<file path="src/rtl/cu_pkg.sv">
// Shared encodings for the multi-cycle control unit: states, opcodes, ALU/PC selects and the control vector.
package cu_pkg;

  localparam int unsigned OP_W    = 6;
  localparam int unsigned ALUOP_W = 3;
  localparam int unsigned PCSRC_W = 2;
  localparam int unsigned STATE_W = 3;

  typedef enum logic [STATE_W-1:0] {
    S_IF     = 3'b000,
    S_ID     = 3'b001,
    S_EXE_LS = 3'b010,
    S_MEM    = 3'b011,
    S_WB_LD  = 3'b100,
    S_EXE_BR = 3'b101,
    S_EXE_AL = 3'b110,
    S_WB_AL  = 3'b111
  } state_e;

  localparam logic [OP_W-1:0] OP_ADD  = 6'b000000;
  localparam logic [OP_W-1:0] OP_SUB  = 6'b000001;
  localparam logic [OP_W-1:0] OP_ADDI = 6'b000010;
  localparam logic [OP_W-1:0] OP_OR   = 6'b010000;
  localparam logic [OP_W-1:0] OP_AND  = 6'b010001;
  localparam logic [OP_W-1:0] OP_ORI  = 6'b010010;
  localparam logic [OP_W-1:0] OP_SLL  = 6'b011000;
  localparam logic [OP_W-1:0] OP_SLTI = 6'b100111;
  localparam logic [OP_W-1:0] OP_SW   = 6'b110000;
  localparam logic [OP_W-1:0] OP_LW   = 6'b110001;
  localparam logic [OP_W-1:0] OP_BEQ  = 6'b110100;
  localparam logic [OP_W-1:0] OP_BNE  = 6'b110101;
  localparam logic [OP_W-1:0] OP_J    = 6'b111000;
  localparam logic [OP_W-1:0] OP_JR   = 6'b111001;
  localparam logic [OP_W-1:0] OP_JAL  = 6'b111010;
  localparam logic [OP_W-1:0] OP_HALT = 6'b111111;

  localparam logic [ALUOP_W-1:0] ALU_ADD = 3'b000;
  localparam logic [ALUOP_W-1:0] ALU_SUB = 3'b001;
  localparam logic [ALUOP_W-1:0] ALU_SLL = 3'b010;
  localparam logic [ALUOP_W-1:0] ALU_OR  = 3'b011;
  localparam logic [ALUOP_W-1:0] ALU_AND = 3'b100;
  localparam logic [ALUOP_W-1:0] ALU_SLT = 3'b110;

  localparam logic [PCSRC_W-1:0] PC_SEQ    = 2'b00;
  localparam logic [PCSRC_W-1:0] PC_BRANCH = 2'b01;
  localparam logic [PCSRC_W-1:0] PC_JR     = 2'b10;
  localparam logic [PCSRC_W-1:0] PC_JUMP   = 2'b11;

  localparam logic [1:0] RD_RA = 2'b00;
  localparam logic [1:0] RD_RT = 2'b01;
  localparam logic [1:0] RD_RD = 2'b10;

  typedef struct packed {
    logic               pc_wre;
    logic [PCSRC_W-1:0] pc_src;
    logic               ir_wre;
    logic               ins_mem_rw;
    logic               reg_wre;
    logic [1:0]         reg_dst;
    logic               wr_reg_d_src;
    logic               alu_src_a;
    logic               alu_src_b;
    logic [ALUOP_W-1:0] alu_op;
    logic               ext_sel;
    logic               m_rd;
    logic               m_wr;
    logic               db_data_src;
  } ctrl_t;

  function automatic logic is_rtype(input logic [OP_W-1:0] op);
    return (op == OP_ADD) || (op == OP_SUB) || (op == OP_OR) ||
           (op == OP_AND) || (op == OP_SLL);
  endfunction

  function automatic logic is_alu(input logic [OP_W-1:0] op);
    return is_rtype(op) || (op == OP_ADDI) || (op == OP_ORI) || (op == OP_SLTI);
  endfunction

endpackage

</file>
<file path="src/rtl/cu_decode.sv">
// Combinational decode of (state, opcode, zero, memory-go) into the datapath control vector.
module cu_decode
  import cu_pkg::*;
(
  input  state_e            state_i,
  input  logic [OP_W-1:0]   op_i,
  input  logic              zero_i,
  input  logic              mem_go_i,
  output ctrl_t             ctrl_o
);

  always_comb begin
    ctrl_o            = '0;
    ctrl_o.ins_mem_rw = 1'b1;

    // Operand/ALU selects follow the opcode once the IR holds it (every state but IF).
    if (state_i != S_IF) begin
      case (op_i)
        OP_ADD:       ctrl_o.alu_op = ALU_ADD;
        OP_SUB:       ctrl_o.alu_op = ALU_SUB;
        OP_OR:        ctrl_o.alu_op = ALU_OR;
        OP_AND:       ctrl_o.alu_op = ALU_AND;
        OP_SLL: begin ctrl_o.alu_op = ALU_SLL; ctrl_o.alu_src_a = 1'b1; end
        OP_ADDI: begin
          ctrl_o.alu_op = ALU_ADD; ctrl_o.alu_src_b = 1'b1; ctrl_o.ext_sel = 1'b1;
        end
        OP_ORI:  begin ctrl_o.alu_op = ALU_OR; ctrl_o.alu_src_b = 1'b1; end
        OP_SLTI: begin
          ctrl_o.alu_op = ALU_SLT; ctrl_o.alu_src_b = 1'b1; ctrl_o.ext_sel = 1'b1;
        end
        OP_LW, OP_SW: begin
          ctrl_o.alu_op = ALU_ADD; ctrl_o.alu_src_b = 1'b1; ctrl_o.ext_sel = 1'b1;
        end
        OP_BEQ, OP_BNE: begin ctrl_o.alu_op = ALU_SUB; ctrl_o.ext_sel = 1'b1; end
        default: ;
      endcase
    end

    case (state_i)
      S_IF: ctrl_o.ir_wre = 1'b1;
      S_ID: begin
        case (op_i)
          OP_J:  begin ctrl_o.pc_wre = 1'b1; ctrl_o.pc_src = PC_JUMP; end
          OP_JR: begin ctrl_o.pc_wre = 1'b1; ctrl_o.pc_src = PC_JR; end
          OP_JAL: begin
            ctrl_o.pc_wre  = 1'b1;
            ctrl_o.pc_src  = PC_JUMP;
            ctrl_o.reg_wre = 1'b1;
            ctrl_o.reg_dst = RD_RA;
          end
          OP_HALT, OP_BEQ, OP_BNE, OP_LW, OP_SW: ;
          default: ctrl_o.pc_wre = !is_alu(op_i);
        endcase
      end
      S_EXE_BR: begin
        ctrl_o.pc_wre = 1'b1;
        if (((op_i == OP_BEQ) && zero_i) || ((op_i == OP_BNE) && !zero_i))
          ctrl_o.pc_src = PC_BRANCH;
      end
      S_MEM: begin
        ctrl_o.m_rd   = (op_i == OP_LW);
        ctrl_o.m_wr   = (op_i == OP_SW);
        ctrl_o.pc_wre = (op_i == OP_SW) && mem_go_i;
      end
      S_WB_LD: begin
        ctrl_o.pc_wre       = 1'b1;
        ctrl_o.reg_wre      = 1'b1;
        ctrl_o.reg_dst      = RD_RT;
        ctrl_o.wr_reg_d_src = 1'b1;
        ctrl_o.db_data_src  = 1'b1;
      end
      S_WB_AL: begin
        ctrl_o.pc_wre       = 1'b1;
        ctrl_o.reg_wre      = 1'b1;
        ctrl_o.reg_dst      = is_rtype(op_i) ? RD_RD : RD_RT;
        ctrl_o.wr_reg_d_src = 1'b1;
      end
      default: ;
    endcase
  end

endmodule

</file>
<file path="src/rtl/multicycle_control_unit.sv">
// Multi-cycle CPU controller: state register and next-state sequencing IF/ID/EXE/MEM/WB.
// MULTICYCLE_MEM_WAIT_EN: when defined, S_MEM stalls until mem_ready is high.
module multicycle_control_unit
  import cu_pkg::*;
(
  input  logic               clk,
  input  logic               Reset,
  input  logic [OP_W-1:0]    op,
  input  logic               zero,
  input  logic               mem_ready,
  output logic               PCWre,
  output logic [PCSRC_W-1:0] PCSrc,
  output logic               IRWre,
  output logic               InsMemRW,
  output logic               RegWre,
  output logic [1:0]         RegDst,
  output logic               WrRegDSrc,
  output logic               ALUSrcA,
  output logic               ALUSrcB,
  output logic [ALUOP_W-1:0] ALUOp,
  output logic               ExtSel,
  output logic               mRD,
  output logic               mWR,
  output logic               DBDataSrc,
  output logic [STATE_W-1:0] state
);

  state_e state_q, state_d;
  logic   mem_go;
  ctrl_t  ctrl;

`ifdef MULTICYCLE_MEM_WAIT_EN
  assign mem_go = mem_ready;
`else
  logic unused_mem_ready;
  assign unused_mem_ready = mem_ready;
  assign mem_go           = 1'b1;
`endif

  always_ff @(posedge clk or negedge Reset) begin
    if (!Reset) state_q <= S_IF;
    else        state_q <= state_d;
  end

  always_comb begin
    state_d = state_q;
    case (state_q)
      S_IF: state_d = S_ID;
      S_ID: begin
        case (op)
          OP_J, OP_JR, OP_JAL: state_d = S_IF;
          OP_HALT:             state_d = S_ID;
          OP_BEQ, OP_BNE:      state_d = S_EXE_BR;
          OP_LW, OP_SW:        state_d = S_EXE_LS;
          default:             state_d = is_alu(op) ? S_EXE_AL : S_IF;
        endcase
      end
      S_EXE_LS: state_d = S_MEM;
      S_MEM:    if (mem_go) state_d = (op == OP_LW) ? S_WB_LD : S_IF;
      S_EXE_AL: state_d = S_WB_AL;
      S_EXE_BR, S_WB_AL, S_WB_LD: state_d = S_IF;
      default:  state_d = S_IF;
    endcase
  end

  cu_decode u_decode (
    .state_i  (state_q),
    .op_i     (op),
    .zero_i   (zero),
    .mem_go_i (mem_go),
    .ctrl_o   (ctrl)
  );

  assign PCWre     = ctrl.pc_wre;
  assign PCSrc     = ctrl.pc_src;
  assign IRWre     = ctrl.ir_wre;
  assign InsMemRW  = ctrl.ins_mem_rw;
  assign RegWre    = ctrl.reg_wre;
  assign RegDst    = ctrl.reg_dst;
  assign WrRegDSrc = ctrl.wr_reg_d_src;
  assign ALUSrcA   = ctrl.alu_src_a;
  assign ALUSrcB   = ctrl.alu_src_b;
  assign ALUOp     = ctrl.alu_op;
  assign ExtSel    = ctrl.ext_sel;
  assign mRD       = ctrl.m_rd;
  assign mWR       = ctrl.m_wr;
  assign DBDataSrc = ctrl.db_data_src;
  assign state     = STATE_W'(state_q);

endmodule
</file>
<file path="config.mk">
export PLATFORM = sky130hd
export DESIGN_NAME = multicycle_control_unit
export DESIGN_NICKNAME = d
export VERILOG_FILES = /design/src/rtl/cu_pkg.sv /design/src/rtl/cu_decode.sv /design/src/rtl/multicycle_control_unit.sv
export SDC_FILE = /design/constraint.sdc
export NUM_CORES = 1
export LEC_CHECK = 0
export ABC_AREA = 1
export BUFFER_PORTS_ARGS = -buffer_cell sky130_fd_sc_hd__buf_2
export CAP_MARGIN = 10
export CORE_AREA = 2 2 39 41
export CTS_CLUSTER_SIZE = 40
export DETAILED_ROUTE_END_ITERATION = 10
export DIE_AREA = 0 0 41 43
export GPL_ROUTABILITY_DRIVEN = 0
export PLACE_DENSITY = 0.76
export REMOVE_ABC_BUFFERS = 1
export SYNTH_ARGS = -nofsm -noshare
export SYNTH_HDL_FRONTEND = slang
export SYNTH_SLANG_ARGS = --single-unit
</file>
<file path="constraint.sdc">
create_clock -name clk -period 1.4 [get_ports clk]
set_input_delay 0.21 -clock clk [delete_from_list [all_inputs] [get_ports clk]]
set_output_delay 0.21 -clock clk [all_outputs]
set_load 0.02 [all_outputs]
</file>
Yosys cells after proc, flatten, opt, wreduce, memory -nomap -nowiden
Index checks and enable logic that the tools add are counted.

Equality and inequality tests: 22. Mux-type cells: 21. Reduce and logical (&&, ||, !) cells: 26.

Operators with widths (number): $eq 6x6->1 const B (9); $eq 6x5->1 const B (4); $pmux 3 s6 (1); $pmux 3 s5 (1); $eq 3x3->1 const B (4); $pmux 3 s4 (1); $reduce_or 2->1 (5); $reduce_or 5->1 (2); $mux 3 (3); $pmux 3 s3 (1); $reduce_or 3->1 (3); $logic_or 1x1->1 (8); $pmux 2 s2 (2); $mux 1 (7); $eq 3x2->1 const B (2); $eq 6x1->1 const B (1); $eq 6x2->1 const B (1); $logic_not 6->1 (1); $mux 6 (1); $reduce_or 6->1 (1); $mux 2 (2); $eq 3x1->1 const B (1); $logic_not 3->1 (1); $pmux 1 s3 (1); 4 further kinds (6).

Register bits after elaboration: 3. Output and inout bits: 21. Word-level logic and storage cells: 70.

Longest topological paths before layout
Gate-level depths: netlist of run 1.

Word-level depth: 11. Gate-level depth with buffers: 9. Depth with buffers taken out: 8.

Hierarchy
From an unflattened synthesis of run 1, not the netlist that was laid out.

Cells, all modules: 149. Area, all modules: 753.2 µm².

By module, submodules not included: cu_decode (times used 1, cells each 96, area each 447.9 µm², sequential area each 0.0 µm²); multicycle_control_unit (times used 1, cells each 53, area each 305.3 µm², sequential area each 75.1 µm²).

Worst setup path before layout of run 1
OpenSTA, ideal clock, no wires.

Kind: flip-flop to output port. Start point: register state_q[2] (netlist: state[2]). End point: output RegDst[0]. Arrival: 1531 ps. Path slack: -341 ps. Stages on the path, launching flop included: 5. Buffers on the path: 0. Cells stage by stage: dfrtp_1 inv_1 nor3_1 inv_1 o21ai_0.

Cells in the longest elaborated chain, start to end: 2. Elaborated cells on any way between the ends: 4. Those cells by class: eq/ne: 3; mux: 1.

RTL lines: start, declared (line multicycle_control_unit.sv:28) `state_e state_q, state_d;`; start signal, assigned (line multicycle_control_unit.sv:42) `else state_q <= state_d;`; $eq 3x3->1 / $eq 3x1->1 (equally long branches) (line cu_decode.sv:39) `case (state_i)`; $pmux 3 s3 (*) (line cu_decode.sv:39); end, declared (line multicycle_control_unit.sv:16) `output logic [1:0] RegDst,`.

Every way passes the cells marked *; elsewhere a longest branch is shown, timed or not.

Final worst setup path of run 1
Start point: register state_q[1] (netlist: state[1]). End point: output PCWre.

Cells in the longest elaborated chain, start to end: 3. Elaborated cells on any way between the ends: 7. Those cells by class: eq/ne: 5; mux: 1; reduce/logical: 1.

RTL lines: $eq 3x3->1 (line cu_decode.sv:39); $reduce_or 3->1 (no line); $pmux 1 s3 (*) (line cu_decode.sv:39); end, declared (line multicycle_control_unit.sv:11) `output logic PCWre,`.

Marks and branches as above.

==> results of run 1 <==
report_power, final:
part           switching (µW)  internal [µW]  total [µW]  leakage, µW
logic                     615            433        1050     0.000499
registers                59.3            126         185    0.0000358
clock network            59.8            108         168    0.0000150
total                     734            667        1400     0.000549
worst max-delay path, cell delays in order (launching register included):
cell and delay, ps:
dfrtp_2 410, inv_2 80, nor3_4 210, nand2_2 80, nand2_1 80, nor2_1 50
o21ai_1 80, buf_4 160
final cells by class:
class                   count  area [µm²]
clock buffers               4        26.3
fillers                   103         432
inverters                  19        73.8
multi-input cells          75         429
flip-flops and latches      3        77.6
well taps                  16        20.0
repair buffers             46         325
metal layers:
metal  share of wire [%]  track usage (%)  vias up
li1                    -                -      413
met3                 6.8             3.66       10
met4                 3.2             13.3        0
met2                  54             43.8       55
met5                   0                0        -
met1                  36             27.7      405
how the worst max path moves through the flow:
stage	startpoint	endpoint	slack (ps)	cells after the start
2_1_floorplan	state[2]$_DFF_PN0_	RegDst[0]	-340	4
3_3_place_gp	op[3]	PCWre	-40	9
3_5_place_dp	op[3]	PCWre	-70	8
4_1_cts	state[1]$_DFF_PN0_	PCWre	-170	7
5_1_grt	state[1]$_DFF_PN0_	RegWre	-270	6
6_report	state[1]$_DFF_PN0_	PCWre	-220	7
through the flow:
step	utilization, %	cells	power (µW)	hold slack [ps]	setup TNS [ps]
5_1_grt	68.8	163	1460	332	-3140
4_1_cts	66.5	163	1320	295	-1970
3_5_place_dp	56.5	155	905	12.9	-112
3_3_place_gp	56.5	155	891	2.75	-49.6
2_1_floorplan	-	97	588	-85.6	-1740
6_report	68.8	163	1400	309	-2450
cells in the final DEF, fill, tap and decap left out, types with 4 or more instances in the layout:
cell      n
nand2_1  21
buf_4    21
buf_2    18
nand3_1  13
inv_2    11
nor2_1   10
inv_1     7
buf_6     6
nor2_2    4
nand4_1   4
cells by family (layout without fill, tap and decap cells):
group / after synthesis / in the layout / synth area share (%)
flip-flops: 3 / 3 / 14.1
XOR/XNOR: 1 / 1 / 1.65
buffers and inverters: 21 / 69 / 16.2
AO/OA/AOI/OAI: 9 / 9 / 9.88
other: 1 / 1 / 0.705
AND/OR/NAND/NOR: 64 / 64 / 57.4
timing repair:
action | CTS | global route
setup buffers | 3 | 0
pin swaps | 4 | 4
cloned | 0 | 0
gates resized for setup | 26 | 11
setup endpoints to repair | 16 | 17
hold buffers | 1 | 0
hold endpoints to repair | 3 | 0
==> flow_summary.toml, run 1 <==
[run_status]
status = "finished with violations"
violations = "negative setup slack"

[global_route]
grt_pass1_vias = 790
maximum_number_of_pins_on_one_net_before_global_route_repair = 9
antenna_found_initial = 0
grt_usage_pct = 25.4
grt_first_pass_wirelength_mm = 3.11
global_route.overflow_total = 0

[route]
ant_nets = 0
drt_first_pass_iters = 4
dr_total_vias = 883
routed_wirelength_mm = 2.21
post_dr_wirelength_cell_um = 13.6
detail_route.iter0.violations = 39
dr_drc_count = 0
via_per_inst = 5.42

[pwr]
power_leakage_uw = 0.000549
pwr_density_cell_nw_per_um2 = 1470
vdd.ir_drop.worst_mv = 0.839

[timing]
rsz0062_at_grt = "yes"
finalHoldViolations = 0
timing.final.max_slew_violations = 0
setup_violations = 16
clock-skew-final_ps = 6.04
fin_crit_sh_pct = 116
min_period_ps = 1620
finalWorstSetupSlack_ps = -220
fmaxAchievable_ghz = 0.617

[final_layout]
postLayoutCellArea_um2 = 952
p_r_area_growth_vs_syn_pct = 79.1
final_net_count = 158
ratio_of_cells_with_drive_above_1_in_the_final_layout_pct = 53.1
flip_flop_count_of_the_largest_register_all_copies_and_words_added = 3
insertedDiodeCount = 0

[clock_tree]
cts_max_path_buffers = 2
cts-htree-levels = 1
tritoncts = "done"
tritoncts.num_buffers = 3
ctsRootBufferMaster = "clkbuf_4"
path_clk_slew_ps = 40
clk_latency_worst_skew_pair_ps = 250
clock_sinks = 3

[place]
dp_slack_ps = -67.0
dp.final_hpwl_mm = 1.37
port_buffers = 28
dpl-instance-area_um2 = 782

[worst_setup_path]
criticalPathCategory = "flop to output port"
r2r-start = "state[2]$_DFF_PN0_"
sort_of_element_at_the_start_of_the_critical_path = "flop"
endpoint_kind = "output port"
reg2reg_depth = 7
timing.reg2reg.setup_slack_ps = 180
critical_path_fanout_max = 3
worst_r2r_endpoint = "state[0]$_DFF_PN0_"
critPathArrivalTime_ps = 1410
critical_path_required_ps = 1190

[logic_synthesis]
yosys.cell_types.count = 23
synth_top_cells_by_area = "nand2_1 (17%), dfrtp_1 (14%), nand3_1 (13%), nor2_1 (9.2%), inv_1 (7.8%)"
area_share_of_the_largest_cell_type_after_synthesis_pct = 16.9
synth-edff-count = 0
postSynth.asyncResetShare_pct = 100
count_leader_synth = "nand2_1"
synth.avg_cell_area_um2 = 5.37
ys_seq_elements = 3
synth.yosys.seq_area_share_pct = 14.1
synth-main-ff-cell = "dfrtp_1"
syn_inst = 99
synth_area_um2 = 532
synth.yosys.warnings = 0
netlist.top_cell.by_area = "nand2_1"
synth_commonest_cells = "nand2_1 (24), nand3_1 (14), nor2_1 (13)"

[floorplan]
start_util_pct = 38.4
die_span_y_um = 43
die-area_um2 = 1760
ios = 31
core.rowCount = 14
floorplan.die.width_um = 41
floorplan.core_area_um2 = 1380

[hold_path]
min-delay-path-class = "primary input to asynchronous set/reset pin"

[flow_run]
max-cap-violations = 0
No activity file was read; power rests on OpenSTA's default activity.
==> run 2: changes to the inputs <==
--- a/config.mk
+++ b/config.mk
@@ -9,11 +9,12 @@
 export BUFFER_PORTS_ARGS = -buffer_cell sky130_fd_sc_hd__buf_2
 export CAP_MARGIN = 10
 export CORE_AREA = 2 2 39 41
-export CTS_CLUSTER_SIZE = 40
+export CTS_CLUSTER_SIZE = 20
 export DETAILED_ROUTE_END_ITERATION = 10
 export DIE_AREA = 0 0 41 43
 export GPL_ROUTABILITY_DRIVEN = 0
 export PLACE_DENSITY = 0.76
+export RECOVER_POWER = 25
 export REMOVE_ABC_BUFFERS = 1
 export SYNTH_ARGS = -nofsm -noshare
 export SYNTH_HDL_FRONTEND = slang
==> run 2 against run 1 <==
  * Combinational power about the same
  * Worst hold slack better by 27 ps
  * Sequential share of layout area is essentially flat
  * Sequential power is essentially flat
  * Largest power group unchanged
  * Count of clock-buffer cells in the layout stayed put
  * Register-to-register slack hardly changed
  * Critical path depth stayed put
  * Clock skew about the same
  * Largest cell class unchanged
  * The flow still finishes with violations (negative setup slack)
  * Sequential cell count stayed put
  * Fmax hardly changed
  * Via count rose by 0.68%
==> flow_summary.toml, run 2 (same netlist as run 1, synthesis figures left out) <==
[run_status]
status = "finished with violations"
violations = "negative setup slack"

[route]
dr_drc_count = 0
dr_total_vias = 889
detail_route.iter0.violations = 41
ant_nets = 0
routed_wirelength_mm = 2.22
post_dr_wirelength_cell_um = 13.6
via_per_inst = 5.45
drt_first_pass_iters = 4

[timing]
setup_violations = 16
finalHoldViolations = 0
finalSetupTns_ps = -2460
timing.final.max_slew_violations = 0
fmaxAchievable_ghz = 0.617
finalWorstSetupSlack_ps = -221
fin_crit_sh_pct = 116
clock-skew-final_ps = 6.32
rsz0062_at_grt = "yes"
min_period_ps = 1620

[clock_tree]
clock_sinks = 3
path_clk_slew_ps = 40
cts_max_path_buffers = 2
clk_latency_worst_skew_pair_ps = 250
cts-htree-levels = 1
ctsRootBufferMaster = "clkbuf_4"
tritoncts.num_buffers = 3
tritoncts = "done"

[final_layout]
highest_count_cells_in_the_layout_ignoring_fill_and_taps = "nand2_1 (21), buf_4 (21), buf_2 (17), nand3_1 (13), inv_2 (11)"
insertedDiodeCount = 0
postLayoutCellArea_um2 = 951
ratio_of_cells_with_drive_above_1_in_the_final_layout_pct = 52.4
postLayoutCoreUtil_pct = 68.7
layout.filler_cells = 104
flip_flop_count_of_the_largest_register_all_copies_and_words_added = 3
layout.cells.non_filler = 163
final_net_count = 158
p_r_area_growth_vs_syn_pct = 78.8

[global_route]
maximum_number_of_pins_on_one_net_before_global_route_repair = 9
grt_usage_pct = 25.4
global_route.overflow_total = 0
antenna_found_initial = 0
grt_pass1_vias = 790
grt_first_pass_wirelength_mm = 3.11

[floorplan]
die_span_y_um = 43
die-area_um2 = 1760
core.rowCount = 14
floorplan.core_area_um2 = 1380
ios = 31
start_util_pct = 38.4
floorplan.die.width_um = 41

[place]
dpl-instance-area_um2 = 782
dpl.cell_count = 155
dp.final_hpwl_mm = 1.37
port_buffers = 28

[worst_setup_path]
endpoint_kind = "output port"
cpPeakStageDelay_ps = 410
critical_path_required_ps = 1190
criticalPathCategory = "flop to output port"
sort_of_element_at_the_start_of_the_critical_path = "flop"
worst-path-buf-inv = 2
critical_path_fanout_max = 3
cp_max_delay_cell = "dfrtp_2"
critPathArrivalTime_ps = 1410
critical_path.cell_chain = "inv_2 > nor3_4 > nand2_2 > nand2_1 > nor2_1 > o21ai_1 > buf_4"
path_delay_family = "flip-flops"
timing.reg2reg.setup_slack_ps = 180

[pwr]
power_leakage_uw = 0.000547
vdd.ir_drop.worst_mv = 0.838
finalPower_uw = 1400
pwr_density_cell_nw_per_um2 = 1470

[hold_path]
min-delay-path-class = "primary input to asynchronous set/reset pin"

[flow_run]
max-cap-violations = 0
## run 2: cell types whose count changed in the layout (fill, tap and decap cells not counted)
cell | previous run | this run
buf_2 | 18 | 17
clkbuf_1 | 1 | 2
## run 2: area by class of cell
type | count | area (µm²) | area share [%]
Sequential cell | 3 | 77.6 | 8.16
Multi-Input combinational cell | 75 | 429 | 45.1
Tap cell | 16 | 20.0 | 2.11
Inverter | 19 | 73.8 | 7.76
Clock buffer | 4 | 26.3 | 2.76
Timing Repair Buffer | 46 | 324 | 34.1
## run 2: power by group
group          internal (µW)  switching [µW]  total, µW
clock                    108            59.9        168
sequential               126            59.4        185
combinational            433             614       1050
## run 2: worst paths after layout
kind / startpoint / end / depth (start not counted)
worst max register to register: state[2]$_DFF_PN0_ / state[0]$_DFF_PN0_ / 7
worst min-delay path: Reset / state[1]$_DFF_PN0_ / 2
worst max-delay path: state[1]$_DFF_PN0_ / PCWre / 7
max in group asynchronous: Reset / state[2]$_DFF_PN0_ / 2
min in group clk: op[2] / state[0]$_DFF_PN0_ / 7
worst min register to register: state[0]$_DFF_PN0_ / state[1]$_DFF_PN0_ / 4
## run 2: stage by stage
stage                     hold slack, ps  setup slack [ps]
after global routing                 372              -274
after floorplan                    -85.6              -341
after global placement              2.75             -36.7
after detailed placement            12.9             -67.0
after CTS                            295              -168
final                                336              -221
## run 2: layer usage
metal | wire length [µm] | part of all wire (%) | global-route usage, % | vias to the layer above
met2 | 1220 | 55 | 43.8 | 51
met1 | 814 | 37 | 27.7 | 416
met5 | 0 | 0 | 0 | -
met4 | 52 | 2.3 | 13.3 | 0
li1 | - | - | - | 414
met3 | 136 | 6.1 | 3.66 | 8
## run 2: worst register-to-register path: cells and delay by family (launching register included)
family | cells | cell delay (ps)
buffers and inverters | 4 | 370
and+or+nand+nor | 3 | 240
DFF | 1 | 480
## run 2: what timing repair did
| action | CTS | global route |
|---|---|---|
| hold endpoints to repair | 3 | 0 |
| gates resized for setup | 26 | 11 |
| endpoints found under the setup margin | 16 | 17 |
| hold buffers | 1 | 0 |
| setup buffers | 3 | 0 |
| pin swaps | 4 | 4 |
